**src/rtl/t05_spi_bit_writer.sv**
```systemverilog
// Packs a serial bit stream into bytes, queues them in a small FIFO and shifts
// them out as SPI mode 0 frames with chip select held across back-to-back bytes.
//
// Pack FSM: state | meaning
//   PACK  | collecting bits MSB-first into pack_reg
//   PAD   | flush seen with partial byte; push it zero-filled
//   DRAIN | no more input; wait for FIFO and shifter to empty
//   DONE  | stream fully transmitted; done held until reset
// SPI FSM:  state | meaning
//   IDLE  | cs_n high, waiting for a queued byte
//   LOW   | sclk low half-period; mosi updated on entry
//   HIGH  | sclk high half-period; slave samples mosi on the rise
module t05_spi_bit_writer #(
  parameter int SCLK_DIV   = 2,
  parameter int FIFO_DEPTH = 4
) (
  input  logic        clk,
  input  logic        rst,
  input  logic        bit_in,
  input  logic        bit_valid,
  input  logic        flush,
  output logic        ready,
  output logic        mosi,
  output logic        sclk,
  output logic        cs_n,
  output logic [31:0] byte_count,
  output logic        done
);

  localparam int PW = (FIFO_DEPTH > 1) ? $clog2(FIFO_DEPTH) : 1;
  localparam int CW = PW + 1;
  localparam int DW = 4;
  localparam logic [DW-1:0] DIV_LOAD = DW'(SCLK_DIV - 1);
  localparam logic [CW-1:0] DEPTH_C  = CW'(FIFO_DEPTH);

  typedef enum logic [1:0] {PACK, PAD, DRAIN, DONE} pack_state_t;
  typedef enum logic [1:0] {IDLE, LOW, HIGH} spi_state_t;

  pack_state_t pack_state_q, pack_state_d;
  logic [7:0]  pack_reg_q, pack_reg_d;
  logic [2:0]  bit_cnt_q, bit_cnt_d;
  logic        flush_lat_q, flush_lat_d;
  logic        done_q, done_d;

  logic [7:0]    fifo_mem_q [FIFO_DEPTH];
  logic [PW-1:0] wr_ptr_q, wr_ptr_d;
  logic [PW-1:0] rd_ptr_q, rd_ptr_d;
  logic [CW-1:0] count_q, count_d;

  spi_state_t    spi_state_q, spi_state_d;
  logic [7:0]    shift_q, shift_d;
  logic [DW-1:0] div_q, div_d;
  logic [2:0]    bit_idx_q, bit_idx_d;
  logic          mosi_q, mosi_d;
  logic          sclk_q, sclk_d;
  logic          cs_n_q, cs_n_d;
  logic [31:0]   byte_count_q, byte_count_d;

  logic       fifo_room, fifo_empty, accept, flush_req;
  logic       push, pop, start;
  logic [7:0] push_data, packed_next, head;
  logic [2:0] cnt_next, pad_shift;

  assign fifo_room  = (count_q < DEPTH_C);
  assign fifo_empty = (count_q == '0);
  assign ready      = fifo_room && (pack_state_q == PACK);
  assign accept     = bit_valid && ready;
  assign head       = fifo_mem_q[rd_ptr_q];

  always_comb begin
    pack_state_d = pack_state_q;
    pack_reg_d   = pack_reg_q;
    bit_cnt_d    = bit_cnt_q;
    flush_lat_d  = flush_lat_q;
    done_d       = done_q;
    push         = 1'b0;
    push_data    = pack_reg_q;
    packed_next  = {pack_reg_q[6:0], bit_in};
    cnt_next     = bit_cnt_q + 3'd1;
    flush_req    = flush || flush_lat_q;
    // 8 - bit_cnt, taken modulo 8, is the left-justify distance for a partial byte
    pad_shift    = 3'd0 - bit_cnt_q;
    case (pack_state_q)
      PACK: begin
        if (accept) begin
          pack_reg_d = packed_next;
          bit_cnt_d  = cnt_next;
          if (cnt_next == 3'd0) begin
            push      = 1'b1;
            push_data = packed_next;
          end
        end
        if (flush_req) begin
          if (!fifo_room) begin
            flush_lat_d = 1'b1;
          end else begin
            flush_lat_d  = 1'b0;
            pack_state_d = (bit_cnt_d == 3'd0) ? DRAIN : PAD;
          end
        end
      end
      PAD: begin
        if (fifo_room) begin
          push         = 1'b1;
          push_data    = pack_reg_q << pad_shift;
          pack_reg_d   = '0;
          bit_cnt_d    = '0;
          pack_state_d = DRAIN;
        end
      end
      DRAIN: begin
        if (fifo_empty && (spi_state_q == IDLE)) begin
          pack_state_d = DONE;
          done_d       = 1'b1;
        end
      end
      DONE: begin
        done_d = 1'b1;
      end
      default: pack_state_d = PACK;
    endcase
  end

  always_comb begin
    spi_state_d  = spi_state_q;
    shift_d      = shift_q;
    div_d        = div_q;
    bit_idx_d    = bit_idx_q;
    mosi_d       = mosi_q;
    sclk_d       = sclk_q;
    cs_n_d       = cs_n_q;
    byte_count_d = byte_count_q;
    start        = 1'b0;
    case (spi_state_q)
      IDLE: begin
        if (!fifo_empty) start = 1'b1;
      end
      LOW: begin
        if (div_q == '0) begin
          sclk_d      = 1'b1;
          div_d       = DIV_LOAD;
          spi_state_d = HIGH;
        end else begin
          div_d = div_q - DW'(1);
        end
      end
      HIGH: begin
        if (div_q != '0) begin
          div_d = div_q - DW'(1);
        end else if (bit_idx_q == 3'd7) begin
          byte_count_d = byte_count_q + 32'd1;
          if (!fifo_empty) begin
            start = 1'b1;
          end else begin
            spi_state_d = IDLE;
            cs_n_d      = 1'b1;
            sclk_d      = 1'b0;
          end
        end else begin
          bit_idx_d   = bit_idx_q + 3'd1;
          shift_d     = {shift_q[6:0], 1'b0};
          mosi_d      = shift_q[6];
          sclk_d      = 1'b0;
          div_d       = DIV_LOAD;
          spi_state_d = LOW;
        end
      end
      default: spi_state_d = IDLE;
    endcase
    // Loading the next byte is shared by IDLE and the last HIGH phase so bytes run gapless
    pop = start;
    if (start) begin
      shift_d     = head;
      mosi_d      = head[7];
      cs_n_d      = 1'b0;
      sclk_d      = 1'b0;
      div_d       = DIV_LOAD;
      bit_idx_d   = 3'd0;
      spi_state_d = LOW;
    end
  end

  always_comb begin
    wr_ptr_d = push ? wr_ptr_q + PW'(1) : wr_ptr_q;
    rd_ptr_d = pop  ? rd_ptr_q + PW'(1) : rd_ptr_q;
    case ({push, pop})
      2'b10:   count_d = count_q + CW'(1);
      2'b01:   count_d = count_q - CW'(1);
      default: count_d = count_q;
    endcase
  end

  always_ff @(posedge clk) begin
    if (push) fifo_mem_q[wr_ptr_q] <= push_data;
  end

  always_ff @(posedge clk or posedge rst) begin
    if (rst) begin
      pack_state_q <= PACK;
      pack_reg_q   <= '0;
      bit_cnt_q    <= '0;
      flush_lat_q  <= 1'b0;
      done_q       <= 1'b0;
      wr_ptr_q     <= '0;
      rd_ptr_q     <= '0;
      count_q      <= '0;
      spi_state_q  <= IDLE;
      shift_q      <= '0;
      div_q        <= '0;
      bit_idx_q    <= '0;
      mosi_q       <= 1'b0;
      sclk_q       <= 1'b0;
      cs_n_q       <= 1'b1;
      byte_count_q <= '0;
    end else begin
      pack_state_q <= pack_state_d;
      pack_reg_q   <= pack_reg_d;
      bit_cnt_q    <= bit_cnt_d;
      flush_lat_q  <= flush_lat_d;
      done_q       <= done_d;
      wr_ptr_q     <= wr_ptr_d;
      rd_ptr_q     <= rd_ptr_d;
      count_q      <= count_d;
      spi_state_q  <= spi_state_d;
      shift_q      <= shift_d;
      div_q        <= div_d;
      bit_idx_q    <= bit_idx_d;
      mosi_q       <= mosi_d;
      sclk_q       <= sclk_d;
      cs_n_q       <= cs_n_d;
      byte_count_q <= byte_count_d;
    end
  end

  assign mosi       = mosi_q;
  assign sclk       = sclk_q;
  assign cs_n       = cs_n_q;
  assign byte_count = byte_count_q;
  assign done       = done_q;

endmodule

```
**config.mk**
```make
export PLATFORM = sky130hd
export DESIGN_NAME = t05_spi_bit_writer
export DESIGN_NICKNAME = d
export VERILOG_FILES = /design/src/rtl/t05_spi_bit_writer.sv
export SDC_FILE = /design/constraint.sdc
export NUM_CORES = 1
export LEC_CHECK = 0
export ABC_AREA = 1
export CAP_MARGIN = 20
export CORE_MARGIN = 2
export CORE_UTILIZATION = 60
export DETAILED_ROUTE_END_ITERATION = 8
export PLACE_DENSITY = 0.87
export SETUP_SLACK_MARGIN = 0.4
export SYNTH_ARGS = -nofsm -noshare
export SYNTH_HDL_FRONTEND = slang
export SYNTH_SLANG_ARGS = --single-unit
```
**constraint.sdc**
```tcl
create_clock -name clk -period 7.07 [get_ports clk]
set_input_delay 0.707 -clock clk [delete_from_list [all_inputs] [get_ports clk]]
set_output_delay 0.707 -clock clk [all_outputs]
set_load 0.005 [all_outputs]
```
# After elaboration in Yosys (flattened, before gate mapping)
# Memory sizes are Yosys's and may differ from the RTL's.
# Index checks and enable logic that the tools add are counted.
# op_classes
n_addsub	9
n_mul	0
n_div	0
magnitude_cmp	1
n_eq_ne	20
shift	1
muxes	65
n_bitwise	1
n_reduce_logical	30
# ops
op	n
$mux 8	5
$add 32x1->32 const B	1
$pmux 8 s2	2
$mux 7	4
$mux 1	24
$mux 3	7
$mux 2	10
$mux 4	4
$ne 2x2->1 const B	8
$pmux 2 s3	2
$pmux 3 s2	2
$reduce_and 4->1	3
$reduce_bool 2->1	6
$add 3x1->3 const B	3
$logic_not 3->1	3
$reduce_and 3->1	3
$eq 2x2->1 const B	4
$ne 4x4->1 const B	2
$pmux 1 s2	4
$pmux 4 s2	1
$reduce_and 2->1	4
$shl 8x3->8	1
$eq 2x1->1 const B	3
$ne 3x3->1 const B	2
other kinds (14)	19
# word_totals
regBits	73
latch_bits	0
ramBits	32
romBits	0
in_bits	5
out_inout_bits	37
word_cells	144
mem_count	1
# memory_table
name	depth	word_bits	read_ports	rd_ports_with_merged_regs	wr	line_no	rtl
fifo_mem_q	4	8	1	0	1	45	logic [7:0] fifo_mem_q [FIFO_DEPTH];

# Depth between registers and ports, before layout
# depth
depth_word	10
depth_mapped	14
depth_no_buf	14

# Worst setup path before layout
# No wires, ideal clock.
# synth_path
kind	reg2reg
startpoint	reg pack_state_q[0]
endpoint	reg count_q[2]
setup_time_ns	0.131
arrival_time_ns	2.260
t_required_ns	6.939
slack_ns	4.679
stages_incl_launch_ff	15
path_buffers	1
synth_period_minus_slack_ns	2.391
path_cell_list	dfrtp_1 -> inv_1 -> ha_1 -> buf_2 -> nand3_2 -> nor2_1 -> nand2_1 -> inv_1 -> nor2_4 -> ha_1 -> inv_1 -> fa_1 -> a21oi_1 -> o21ai_0 -> xor2_1
# synth_between
elab_chain_len	7
# synth_lines
element	line_no	rtl
start: declaration	39	pack_state_t pack_state_q, pack_state_d;
start signal: assignment	216	pack_state_q <= pack_state_d;
$logic_not 2->1	66, 83	
$logic_and 1x1->1	66	assign ready = fifo_room && (pack_state_q == PACK);
$logic_and 1x1->1	67	assign accept = bit_valid && ready;
$mux 1	85	if (accept) begin
$pmux 1 s2 (*)	83	case (pack_state_q)
$eq 2x1->1 / $eq 2x2->1 (equally long branches)	186	case ({push, pop})
$pmux 3 s2 / $reduce_bool 2->1 (equally long branches)	n/a	
end signal: assignment	223	count_q <= count_d;
end: declaration	48	logic [CW-1:0] count_q, count_d;
# Every way passes the cells marked *; elsewhere a longest branch is shown, timed or not.
# A chain may end at the register's enable or synchronous reset.

# Final worst setup path
# layout_path
startpoint	reg div_q[0]
endpoint	reg count_q[2]
# layout_between
elab_chain_len	5
# layout_lines
element	line_no	rtl
start: declaration	52	logic [DW-1:0] div_q, div_d;
start signal: assignment	226	div_q <= div_d;
$reduce_bool 4->1 (*)	148	if (div_q != '0) begin
$mux 1 (*)	148	
$pmux 1 s2 (*)	134	case (spi_state_q)
via pop	60	logic push, pop, start;
$eq 2x1->1 / $eq 2x2->1 (equally long branches)	186	
$pmux 3 s2 / $reduce_bool 2->1 (equally long branches)	n/a	
# The timed path passes the listed nets; every way through them passes the cells marked *.

==> reports/metrics.cfg <==
[yosys]
yosys_warnings=0
ys_seq_area_share_pct=48.9
ys_top_cells_by_area=dfrtp_1 (32%), edfxtp_1 (17%), nand2_1 (16%)
yosysMostFrequentCell=nand2_1
synth_area_per_cell_um2=8.13
synth_flop_cell=dfrtp_1
synth_top_area_share_pct=31.6
ys_ff_latch=105
yosysTopAreaCell=dfrtp_1
async_reset_ff_share_pct=69.5
syn_inst=702
synth_common_cells=nand2_1 (240), inv_1 (76), dfrtp_1 (72), nor2_1 (72), nand3_1 (38)
syn_area_um2=5710
syn_nets=724
synthDistinctLibCells=40
synth_edf_count=32

[die]
core_area_um2=9240
initial_core_util_pct=61.8
die_h_um=102
die-area_um2=10300
ios=42
die_w_um=102
fp-row-count=35

[timing]
fin_crit_ns=3.11
finalCritPeriodShare_pct=43.9
rsz0062_at_grt=false
fin_tns_setup_ns=0
fmax_mhz=322
hold_viol=0
max_slew_margin_pct=40.0
finalSetupViolCount=0
skew_ns=0.0166
slew_violations=0
worstMarginPinSlew_ns=0.901

[setup_path]
reg2reg_from=div_q[0]
reg2reg_slack_ns=3.96
cp-end-kind=register
crit_path_end=count_q[2]
critPathMaxFanout=28
crit_required_ns=7.33
worst-path-buf-inv=4
r2r_cells=14
path_delay_family=simple AND/OR/NAND/NOR gates
max_stage_delay_ns=0.40
r2r-end=count_q[2]
critPathLaunch=div_q[0]
crit_chain=inv_1, ha_1, nand3_2, inv_1, nand2_2, nand2_1, nand2_4, inv_1, ha_1, inv_1, fa_1, a21oi_1, o21ai_0, xor2_1
arrival_ns=3.37
cp-start-kind=register
crit_type=reg2reg
cpMaxStageDelayCell=dfrtp_1
timing.critical_path.mode_cell=inv_1
crit_cells=14

[finish]
layout-drive-gt1-share_pct=5.38
fillers=681
instances_no_fill=873
antennaDiodeCount=0
nets=761
area_delta_synth_final_pct=11.8

[place]
portBuffers=41
dp_hpwl_um=9110
dp_cells=857
place_congestion=0.893

[clock_network]
clockBufferDepth=2
postCtsSetupRepairBufs=0
cts_root_buffer=clkbuf_8
cts_buffers=9
cts_sinks=105
clkLatencyLatePin_ns=0.39
clk_pin_slew_ns=0.10
cts_resized=0
htreeDepth=3
postCtsHoldBufs=0
cts_tree=yes

[pwr]
p_leak_nw=2.87
ir_drop_mv=0.227
p_per_area_nw_per_um2=301

[drt]
ant_nets=0
routed_wirelength_um=12400
vias_per_cell=5.42
drt_first_iter_violations=280
wl_per_cell_um=14.2
drc=0
drtPass1Iterations=5
num_vias=4729

[run_status]
outcome=finished, final reports clean

[global_route]
grt_pass1_vias=4540
antenna_found_initial=0
grt_max_degree=74
track_usage_pct=26.1
grt_pass1_wl_um=21100
gr-total-overflow=0

[min_path]
hp-start=count_q[0]
hp-class=reg2reg

[run]
drv_cap=0

worst min-delay path by stage:
stage               slack, ns  cells past startpoint    endpoint
floorplan                0.44                      2    div_q[0]
global placement         0.45                      2    div_q[0]
detailed placement       0.47                      1  count_q[0]
CTS                      0.50                      1  count_q[0]
global route             0.52                      1  count_q[0]
finish                   0.50                      1  count_q[0]
power by group:
group          internal [mW]  total [mW]  switching [mW]
Clock                  0.135       0.355           0.220
Combinational          0.244       0.744           0.500
Sequential             0.735       0.823          0.0877
Total                   1.11        1.92           0.807
cell type report:
type                    instances  area (um2)  area share, %
clock inverters                 7        60.1          0.942
inverters                      80         300           4.71
clock buffers                   9         124           1.94
well taps                     129         161           2.53
repair buffers                 42         418           6.55
flip-flops and latches        105        2790           43.7
multi-input cells             501        2520           39.6
layout by cell type (no fill, tap or decap), drive strengths merged:
cell type / Yosys / layout
nand2: 245 / 245
inv: 79 / 83
nor2: 79 / 79
dfrtp: 72 / 72
clkdlybuf4s50: 0 / 41
nand3: 41 / 41
o21ai: 39 / 39
edfxtp: 32 / 32
ha: 16 / 16
o22ai: 15 / 15
o211ai: 14 / 14
xor2: 14 / 14
clkbuf: 3 / 9
xnor2: 8 / 8
nand3b: 8 / 8
a21oi: 8 / 8
nand4: 5 / 5
clkinv: 1 / 3
or2: 2 / 2
nor3: 1 / 1
nor3b: 1 / 1
a22oi: 1 / 1
nor4: 1 / 1
o21bai: 1 / 1
mux2i: 1 / 1
fa: 1 / 1
clkinvlp: 0 / 1
dfstp: 1 / 1
buf: 13 / 1
cell families (layout without fill, tap and decap cells):
family / after synthesis / after routing / synth area share (%)
buffers and inverters: 96 / 138 / 6.88
adders and majority gates: 17 / 17 / 3.86
muxes: 1 / 1 / 0.175
DFF: 105 / 105 / 48.9
and+or+nand+nor: 383 / 383 / 28.8
xor gates and xnor gates: 22 / 22 / 3.51
AOI/OAI and AO/OA: 78 / 78 / 7.94
through the flow:
step | worst slack, ns | utilization [%] | power [mW] | hold WS (ns) | area, um2
after floorplan | 4.51 | - | 1.40 | 0.442 | 5710
after global placement | 4.08 | 67.0 | 1.51 | 0.454 | 6190
final | 3.96 | 69.0 | 1.92 | 0.495 | 6380
after detailed placement | 4.04 | 67.0 | 1.56 | 0.468 | 6190
after global routing | 3.63 | 69.0 | 2.08 | 0.520 | 6380
after CTS | 4.01 | 69.0 | 1.92 | 0.497 | 6380
registers in the layout, summed over array words and instances, names as in the netlist, 3 cells and up:
name and count:
div_q 4, bit_cnt_q 3, count_q 3, fifo_mem_q 32, pack_reg_q 8, byte_count 32
bit_idx_q 3, shift_q 7
routing by layer:
| metal | track usage (%) | share of wire [%] |
|---|---|---|
| met5 | 0 | 0 |
| met4 | 10.6 | 2.2 |
| met3 | 5.11 | 5.6 |
| met2 | 41.5 | 48 |
| met1 | 35.3 | 45 |
Note: power is estimated with default switching activity, not from simulation.
